File: config.mk
export PLATFORM = sky130hd
export DESIGN_NAME = mat_mult_seq
export DESIGN_NICKNAME = d
export VERILOG_FILES = /design/src/rtl/mm_pkg.sv /design/src/rtl/mm_dot.sv /design/src/rtl/mat_mult_seq.sv
export SDC_FILE = /design/constraint.sdc
export NUM_CORES = 2
export LEC_CHECK = 0
export CAP_MARGIN = 15
export CORE_MARGIN = 2
export CORE_UTILIZATION = 38
export CTS_BUF_LIST = sky130_fd_sc_hd__clkbuf_2
export CTS_CLUSTER_SIZE = 24
export DETAILED_ROUTE_END_ITERATION = 6
export SETUP_SLACK_MARGIN = 0.15
export SYNTH_ARGS = -nofsm -noshare
export SYNTH_HDL_FRONTEND = slang
export SYNTH_SLANG_ARGS = --single-unit
File: constraint.sdc
create_clock -name clk -period 32.2 [get_ports clk]
set_clock_uncertainty 0.15 [all_clocks]
set_input_delay 9.66 -clock clk [delete_from_list [all_inputs] [get_ports clk]]
set_output_delay 9.66 -clock clk [all_outputs]
set_load 0.01 [all_outputs]
File: src/rtl/mm_pkg.sv
// rtl/mm_pkg.sv - shared widths, saturation limits, state encoding and packing helper for mat_mult_seq
package mm_pkg;

    localparam int DW_DEF    = 8;
    localparam int MAX_N_DEF = 5;

    // Accumulator wide enough that MAX_N full-scale products never lose bits.
    function automatic int acc_width(input int dw, input int max_n);
        return 2 * dw + $clog2(max_n) + 1;
    endfunction

    function automatic longint sat_max(input int dw);
        return (longint'(1) <<< (dw - 1)) - 1;
    endfunction

    function automatic longint sat_min(input int dw);
        return -(longint'(1) <<< (dw - 1));
    endfunction

    localparam int     ACC_W   = acc_width(DW_DEF, MAX_N_DEF);
    localparam longint SAT_MAX = sat_max(DW_DEF);
    localparam longint SAT_MIN = sat_min(DW_DEF);

    typedef enum logic [1:0] {
        IDLE    = 2'd0,
        COMPUTE = 2'd1,
        FINISH  = 2'd2
    } state_t;

    // Row-major packing: element (0,0) occupies the most significant slot.
    function automatic int elem_lsb(input int i, input int j, input int max_n, input int dw);
        return (max_n * max_n - 1 - (i * max_n + j)) * dw;
    endfunction

endpackage

File: src/rtl/mm_dot.sv
// rtl/mm_dot.sv - combinational MAX_N-lane signed dot product with lane mask from n
module mm_dot
    import mm_pkg::*;
#(
    parameter int DW    = 8,
    parameter int MAX_N = 5,
    parameter int AW    = acc_width(DW, MAX_N)
) (
    input  logic [MAX_N*DW-1:0]   row,
    input  logic [MAX_N*DW-1:0]   col,
    input  logic [2:0]            n,
    output logic signed [AW-1:0]  sum
);

    logic signed [2*DW-1:0] prod [MAX_N];

    // Per-lane full-precision signed products; lane 0 is the most significant slot.
    always_comb begin
        for (int k = 0; k < MAX_N; k++) begin
            prod[k] = (2*DW)'($signed(row[(MAX_N-1-k)*DW +: DW]))
                    * (2*DW)'($signed(col[(MAX_N-1-k)*DW +: DW]));
        end
    end

    // Sign-extended accumulation; lanes at or beyond n contribute nothing.
    always_comb begin
        sum = '0;
        for (int k = 0; k < MAX_N; k++) begin
            if (k < int'(n)) begin
                sum = sum + AW'(prod[k]);
            end
        end
    end

endmodule

File: src/rtl/mat_mult_seq.sv
// rtl/mat_mult_seq.sv - sequential square matrix multiplier, one result element per cycle
module mat_mult_seq
    import mm_pkg::*;
#(
    parameter int DW    = 8,
    parameter int MAX_N = 5
) (
    input  logic                      clk,
    input  logic                      rst,
    input  logic                      start,
    input  logic [2:0]                size,
    input  logic                      sat_en,
    input  logic [MAX_N*MAX_N*DW-1:0] mat_a,
    input  logic [MAX_N*MAX_N*DW-1:0] mat_b,
    output logic                      busy,
    output logic                      done,
    output logic [MAX_N*MAX_N*DW-1:0] result,
    output logic                      ovf,
    output logic                      err
);

    localparam int AW  = acc_width(DW, MAX_N);
    localparam int TOT = MAX_N * MAX_N * DW;
    localparam logic signed [AW-1:0] LIM_HI = AW'(sat_max(DW));
    localparam logic signed [AW-1:0] LIM_LO = AW'(sat_min(DW));

    state_t                state_q, state_d;
    logic [TOT-1:0]        a_q, b_q;
    logic [2:0]            n_q;
    logic                  sat_q;
    logic [2:0]            i_q, j_q;
    logic [MAX_N*DW-1:0]   row_vec, col_vec;
    logic signed [AW-1:0]  dot_sum;
    logic                  over;
    logic [DW-1:0]         elem;
    logic                  size_ok;
    logic                  last_elem;

    assign size_ok   = (size != 3'd0) && (int'(size) <= MAX_N);
    assign last_elem = (i_q == n_q - 3'd1) && (j_q == n_q - 3'd1);

    // Gather row i of A and column j of B from the captured operands.
    always_comb begin
        row_vec = '0;
        col_vec = '0;
        for (int k = 0; k < MAX_N; k++) begin
            row_vec[(MAX_N-1-k)*DW +: DW] = a_q[elem_lsb(int'(i_q), k, MAX_N, DW) +: DW];
            col_vec[(MAX_N-1-k)*DW +: DW] = b_q[elem_lsb(k, int'(j_q), MAX_N, DW) +: DW];
        end
    end

    mm_dot #(
        .DW    (DW),
        .MAX_N (MAX_N),
        .AW    (AW)
    ) u_dot (
        .row (row_vec),
        .col (col_vec),
        .n   (n_q),
        .sum (dot_sum)
    );

    // Range check and saturate-or-wrap reduction of the accumulator to DW bits.
    always_comb begin
        over = (dot_sum > LIM_HI) || (dot_sum < LIM_LO);
        elem = dot_sum[DW-1:0];
        if (over && sat_q) begin
            elem = (dot_sum > LIM_HI) ? LIM_HI[DW-1:0] : LIM_LO[DW-1:0];
        end
    end

    // State register.
    always_ff @(posedge clk) begin
        if (rst) begin
            state_q <= IDLE;
        end else begin
            state_q <= state_d;
        end
    end

    // Next-state and handshake outputs; invalid sizes skip straight to FINISH.
    always_comb begin
        state_d = state_q;
        busy    = 1'b0;
        done    = 1'b0;
        case (state_q)
            IDLE: begin
                if (start) begin
                    state_d = size_ok ? COMPUTE : FINISH;
                end
            end
            COMPUTE: begin
                busy = 1'b1;
                if (last_elem) begin
                    state_d = FINISH;
                end
            end
            FINISH: begin
                done    = 1'b1;
                state_d = IDLE;
            end
            default: state_d = IDLE;
        endcase
    end

    // Operand capture, element write-back, sticky flags and index walk.
    always_ff @(posedge clk) begin
        if (rst) begin
            a_q    <= '0;
            b_q    <= '0;
            n_q    <= '0;
            sat_q  <= 1'b0;
            i_q    <= '0;
            j_q    <= '0;
            result <= '0;
            ovf    <= 1'b0;
            err    <= 1'b0;
        end else begin
            case (state_q)
                IDLE: begin
                    if (start) begin
                        result <= '0;
                        ovf    <= 1'b0;
                        i_q    <= '0;
                        j_q    <= '0;
                        if (size_ok) begin
                            a_q   <= mat_a;
                            b_q   <= mat_b;
                            n_q   <= size;
                            sat_q <= sat_en;
                            err   <= 1'b0;
                        end else begin
                            err   <= 1'b1;
                        end
                    end
                end
                COMPUTE: begin
                    result[elem_lsb(int'(i_q), int'(j_q), MAX_N, DW) +: DW] <= elem;
                    if (over) begin
                        ovf <= 1'b1;
                    end
                    if (j_q == n_q - 3'd1) begin
                        j_q <= '0;
                        i_q <= i_q + 3'd1;
                    end else begin
                        j_q <= j_q + 3'd1;
                    end
                end
                default: begin
                end
            endcase
        end
    end

endmodule
Word-level counts from Yosys, hierarchy flattened
Cells that the tools add are included.

storage, ports and cells
  flip-flop bits (word level) = 614
  input bits = 407
  output and inout port bits = 204
  logic and storage cells = 110

cells by class
  add/sub/neg operators = 28
  $mul = 6
  order comparisons = 8
  equal/unequal tests = 8
  shift-type cells = 12
  muxes and demuxes = 25
  reduce and logical (&&, ||, !) cells = 13

operator list
  cell                                                                               number
  200-bit by 32-bit indexed part select with 8-bit output                            5
  200-bit by 9-bit indexed part select with 8-bit output                             4
  200-bit case mux with 2 select lines                                               1
  200-bit bitwise mux                                                                1
  200-bit 2-to-1 mux                                                                 1
  8-bit by 33-bit variable shift with 200-bit output (first input constant)          1
  200-bit by 10-bit indexed part select with 8-bit output                            1
  8-bit by 33-bit indexed part select with 200-bit output                            1
  6-bit by 29-bit subtractor with 29-bit output (first input constant)               5
  20-bit 2-to-1 mux                                                                  5
  20-bit by 16-bit adder with 20-bit output                                          4
  8-bit by 8-bit multiplier with 16-bit output                                       5
  11-bit negator with 33-bit output                                                  1
  20-bit by 8-bit greater-than comparator with 1-bit output (second input constant)  1
  20-bit by 8-bit less-than comparator with 1-bit output (second input constant)     1
  8-bit 2-to-1 mux                                                                   2
  6-bit by 2-bit adder with 7-bit output (second input constant)                     2
  3-bit case mux with 2 select lines                                                 2
  5-bit by 5-bit subtractor with 6-bit output (first input constant)                 2
  4-bit by 3-bit adder with 5-bit output (first input constant)                      2
  3-bit 2-to-1 mux                                                                   3
  3-bit AND reduction                                                                3
  2-bit inequality test (second input constant)                                      4
  5-bit by 7-bit subtractor with 8-bit output (first input constant)                 1
  28 further kinds                                                                   42

Depth between registers and ports, before layout
  depth in word-level cells = 20
  mapped depth = 98
  mapped depth without buffers = 86

Modules after synthesis
From an unflattened synthesis, not the netlist that was laid out.

unflattened totals
  cell total of the unflattened synthesis = 5910
  area, all modules = 50767.4 µm²

modules (own cells, without submodules)
  module        times used  cells each  area each (µm²)  sequential area each (µm²)
  mat_mult_seq  1           3983        33368.3          12291.8
  mm_dot        1           1927        17399.2          0.0

Worst setup path before layout
No wires, ideal clock.

  kind = register -> register
  start = reg i_q[0]
  end = reg result[126]
  setup time = 0.119 ns
  arrival time = 23.280 ns
  data required time = 31.931 ns
  path slack = 8.651 ns
  stages on the path, launching flop included = 88
  buffers on the path = 12
  period minus slack after synthesis = 23.549 ns
  cells stage by stage = dfxtp_1 -> clkbuf_1 -> buf_2 -> clkinv_1 -> buf_1 -> clkbuf_1 -> buf_1 -> ha_1 -> clkbuf_1 -> buf_2 -> buf_2 -> buf_2 -> buf_2 -> buf_1 -> mux4_2 -> a211oi_1 -> a311oi_1 -> o21ai_1 -> [... 52 more ...] -> fa_1 -> inv_1 -> fa_1 -> inv_1 -> fa_1 -> ha_1 -> ha_1 -> a21o_1 -> a211oi_1 -> o311ai_0 -> a31o_2 -> mux2i_1 -> nor3_1 -> or2_2 -> a311o_1 -> a32oi_2 -> buf_2 -> o21ai_1

on the way
  word-level cells in the longest chain between the ends = 20
  elaborated cells between the ends (all ways) = 42
  classes of those cells = add/sub (16); mul (6); order compare (2); shift (7); mux (9); reduce/logical (2)

RTL lines
  element                                                                                                                                     line                                    RTL
  start: declaration                                                                                                                          mat_mult_seq.sv:31                      logic [2:0] i_q, j_q;
  start signal: assignment                                                                                                                    mat_mult_seq.sv:144                     i_q <= i_q + 3'd1;
  3-bit by 3-bit multiplier with 6-bit output (*)                                                                                             mm_pkg.sv:32                            return (max_n * max_n - 1 - (i * max_n + j)) * dw;
  6-bit by 1-bit adder with 7-bit output / 6-bit by 29-bit subtractor with 29-bit output (equally long branches)                              mm_pkg.sv:32
  6-bit by 29-bit subtractor with 29-bit output / 200-bit by 32-bit indexed part select with 8-bit output (equally long branches)             mm_pkg.sv:32, mat_mult_seq.sv:47
  200-bit by 32-bit indexed part select with 8-bit output / 8-bit by 8-bit multiplier with 16-bit output (equally long branches)              mat_mult_seq.sv:47, mm_dot.sv:21
  8-bit by 8-bit multiplier with 16-bit output / 20-bit 2-to-1 mux (equally long branches)                                                    mm_dot.sv:21, mm_dot.sv:29
  20-bit by 16-bit adder with 20-bit output                                                                                                   mm_dot.sv:30                            sum = sum + AW'(prod[k]);
  20-bit 2-to-1 mux                                                                                                                           mm_dot.sv:29                            if (k < int'(n)) begin
  20-bit by 16-bit adder with 20-bit output                                                                                                   mm_dot.sv:30
  [... 4 more ...]                                                                                                                            n/a
  20-bit 2-to-1 mux                                                                                                                           mm_dot.sv:29
  20-bit by 8-bit greater-than comparator with 1-bit output / 20-bit by 8-bit less-than comparator with 1-bit output (equally long branches)  mat_mult_seq.sv:65, mat_mult_seq.sv:68
  1-bit logical OR                                                                                                                            mat_mult_seq.sv:65                      over = (dot_sum > LIM_HI) || (dot_sum < LIM_LO);
  1-bit logical AND                                                                                                                           mat_mult_seq.sv:67                      if (over && sat_q) begin
  8-bit 2-to-1 mux                                                                                                                            mat_mult_seq.sv:67
  8-bit by 33-bit indexed part select with 200-bit output                                                                                     mat_mult_seq.sv:138                     result[elem_lsb(int'(i_q), int'(j_q), MAX_N, DW) +: DW] <= elem;
  200-bit bitwise mux (*)                                                                                                                     mat_mult_seq.sv:138
  200-bit case mux with 2 select lines (*)                                                                                                    mat_mult_seq.sv:119                     case (state_q)
  end signal: indexed assignment                                                                                                              mat_mult_seq.sv:138
  end: declaration                                                                                                                            mat_mult_seq.sv:17                      output logic [MAX_N*MAX_N*DW-1:0] result,

Mark *: on every way between the ends. The rest lies on a longest branch, timed or not.
A chain may end at the register's enable or synchronous reset.

Final worst setup path
  start = reg i_q[0]
  end = reg result[19]

Same word-level chain as after synthesis.

==> key figures <==
Status
  • Status: finished clean

Synth
  • Area leader, netlist: dfxtp_1
  • Top post-synthesis cells by area: dfxtp_1 24%, fa_1 16%, mux4_2 10%
  • Yosys reg bits: 614
  • Top-area cell type share of the netlist area: 0.239
  • Synth Cell Area: 51500 µm²
  • Mapped Cells: 6082
  • Post-synthesis net count: a little over 7k
  • YS warnings: 0
  • Top FF cell, synth: dfxtp_1
  • Post-synthesis async set-or-reset flop share: 0
  • Sequential area share after synthesis: 0.239
  • Post-synth EDFFs: 0
  • Mean Syn Cell Area: 8.47 µm²
  • Post-synth cell types: 95

Setup path
  • Critical path endpoint category: register
  • Launching point of the worst reg2reg path: i_q[0]
  • Reg-to-Reg End: result[19]
  • CP Max Fanout: 153
  • Data arrival, critical path: 27.25 ns
  • Max stage delay on crit path: 0.77 ns
  • Worst EP required: roughly 33 ns
  • Critical path class: register to register
  • R2R setup slack: between 6 and 7 ns
  • R2R cell count: 77
  • CP Launch Type: register
  • Cell repeated most along the worst path: fa_1
  • Worst path slowest cell: a21oi_4

Timing
  • Max Fclk: 38.2 MHz
  • Slew Viols, Final: 0
  • Unrepaired setup endpoints after global routing: no
  • Crit path time final: around 26 ns
  • Slew Limit Headroom: 0.125
  • Worst slew pin tran: 1.31 ns
  • Final Hold Fails: 0
  • Setup violators final: 0
  • Tcrit/Tclk final: 0.813
  • Setup tns final: 0 ns

CTS
  • CTS tree: built
  • Htree depth: 4
  • Clock root cell: clkbuf_2
  • Postcts setup bufs: 0
  • CTS buffer count: 153
  • CTS clk-pin slew, worst paths: 0.10 ns
  • CTS max path bufs: 3
  • CTS resizes: 0
  • Clk_lat worst skew: roughly 1.5 ns
  • # clock sinks: 614
  • Hold buffer count at CTS: 0

Hold path
  • Hold Path Sink: result[6]
  • Hold path depth: 2
  • Hold Crit Start: result[6]
  • Hold WC Path Type: register to register

Detailed routing
  • First-pass DRT Iterations: 6
  • Detail Route Antenna Nets: 0
  • Final WL: 198000 µm
  • Initial DRC Count: 4622
  • Remaining routing DRC violations: 0
  • Via density: 5.59
  • DR vias: 47.5k
  • WL per Instance: approximately 23 µm

GRT
  • Largest net degree at the start of global routing: 220
  • Total grt overflow: 0
  • Vias in the first global route: 46.7k
  • Gr usage total: 0.283
  • First-pass GRT wire length: slightly below 300000 µm
  • Initial antenna violation count: 13

Die
  • Die Wd: between 300 and 400 µm
  • Die ar.: 139000 µm²
  • Core ar.: between 100000 and 150000 µm²
  • Die Y: 372 µm
  • Row Count: 135
  • I/O pin count: around 610
  • Initial Util: 0.382

Layout
  • Final Non-Filler Cells: 8497
  • Commonest non-fill, non-tap cell in the layout: nand2_1
  • Layout cells sized above 1: 0.105
  • Fin nets: 7661
  • Most frequent cells in the layout: 1365 x nand2_1, 611 x dfxtp_1, 609 x clkdlybuf4s50_1
  • Design area: 60700 µm²
  • Area Overhead vs Synth: 17.9%

Placed design
  • I/O Buffers: 610
  • GP Congestion: around 1.0
  • Inst Count DP: 8230
  • DP Area: 59400 µm²
  • Dpl hpwl: about 160000 µm

Power
  • P_leak: 0.0245 µW
  • Peak VDD IR: 24.4 µV
  • Cell Pwr Density: 34.9 nW/µm²

Flow run
  • Max_cap viols: 0
cell families after synthesis:
group,synth area share
flip-flops,0.239
buffers and inverters,0.0678
AO/OA/AOI/OAI,0.130
adder cells (fa/ha/maj),0.217
XOR/XNOR,0.0218
AND/OR/NAND/NOR,0.182
multiplexers,0.144
power by group:
part           internal [µW]  switching (µW)
clock network            196             343
registers                794            45.2
logic                    283             460
total                   1270             848
critical path, delay by kind of cell (launching register included):
family                     cells  cell delay [ns]
AOI/OAI and AO/OA             19             5.80
and+or+nand+nor               12             2.27
DFF                            1             0.36
adders and majority gates     30            13.51
xor gates and xnor gates       3             0.90
muxes                          3             0.99
buffers and inverters         10             1.63
final cells by class:
class | instances | area (µm²)
diodes | 9 | 22.5
repair buffers | 698 | 6810
inverters | 581 | 2180
fillers | 13400 | 74200
clock buffers | 214 | 1070
flip-flops and latches | 614 | 12300
multi-input cells | 4558 | 35900
clock inverters | 42 | 259
well taps | 1781 | 2230
per-layer routing:
metal,GRT usage,routed length (µm),up-vias
met5,0,52,-
met4,0.113,8850,8
met3,0.0648,17500,359
met2,0.438,89000,2120
met1,0.382,82700,23400
li1,-,-,21600
cells in the mapped netlist (9+ instances only):
cell and count:
nand3_1 146, xor2_1 38, o31ai_1 12, nor2_1 379, dfxtp_1 614, a211o_1 17
or3_1 24, o21ai_0 164, mux2_2 57, nor2b_1 50, buf_2 46, clkbuf_1 241
ha_1 243, nand4_1 20, mux4_2 236, a21oi_1 580, inv_1 576, o211ai_1 46
nor4_1 10, nand2b_1 50, a31oi_1 24, nand4b_1 9, mux2i_1 146, xnor2_1 85
and3_1 9, and2_1 24, or2_2 29, nand2_1 1366, o21a_1 13, o221ai_1 9
nor3_1 58, buf_1 37, a21o_1 21, o21ai_1 92, fa_1 405, a211oi_1 49
flip-flops by register name (all words and copies together), names as in the netlist:
name,flops
state_q,2
i_q,3
n_q,3
j_q,3
sat_q,1
result,200
ovf,1
b_q,200
a_q,200
err,1
worst max path at each step:
stage | startpoint | to | slack, ns | depth (start not counted)
global placement | i_q[0] | result[19] | 6.53 | 76
detailed placement | i_q[0] | result[27] | 6.29 | 76
finish | i_q[0] | result[19] | 6.01 | 77
CTS | i_q[0] | result[33] | 6.08 | 76
global route | i_q[0] | result[35] | 4.72 | 76
floorplan | i_q[0] | result[126] | 8.65 | 87
metrics by stage:
stage,setup WS [ns],util,hold WS [ns],total power (µW)
6_report,6.01,0.450,0.303,2120
5_1_grt,4.72,0.450,0.322,2250
4_1_cts,6.08,0.450,0.302,2120
3_5_place_dp,6.29,0.440,0.288,1590
3_3_place_gp,6.53,0.440,0.286,1580
2_1_floorplan,8.65,-,0.283,1320
Power figures use the tool's default switching activity.
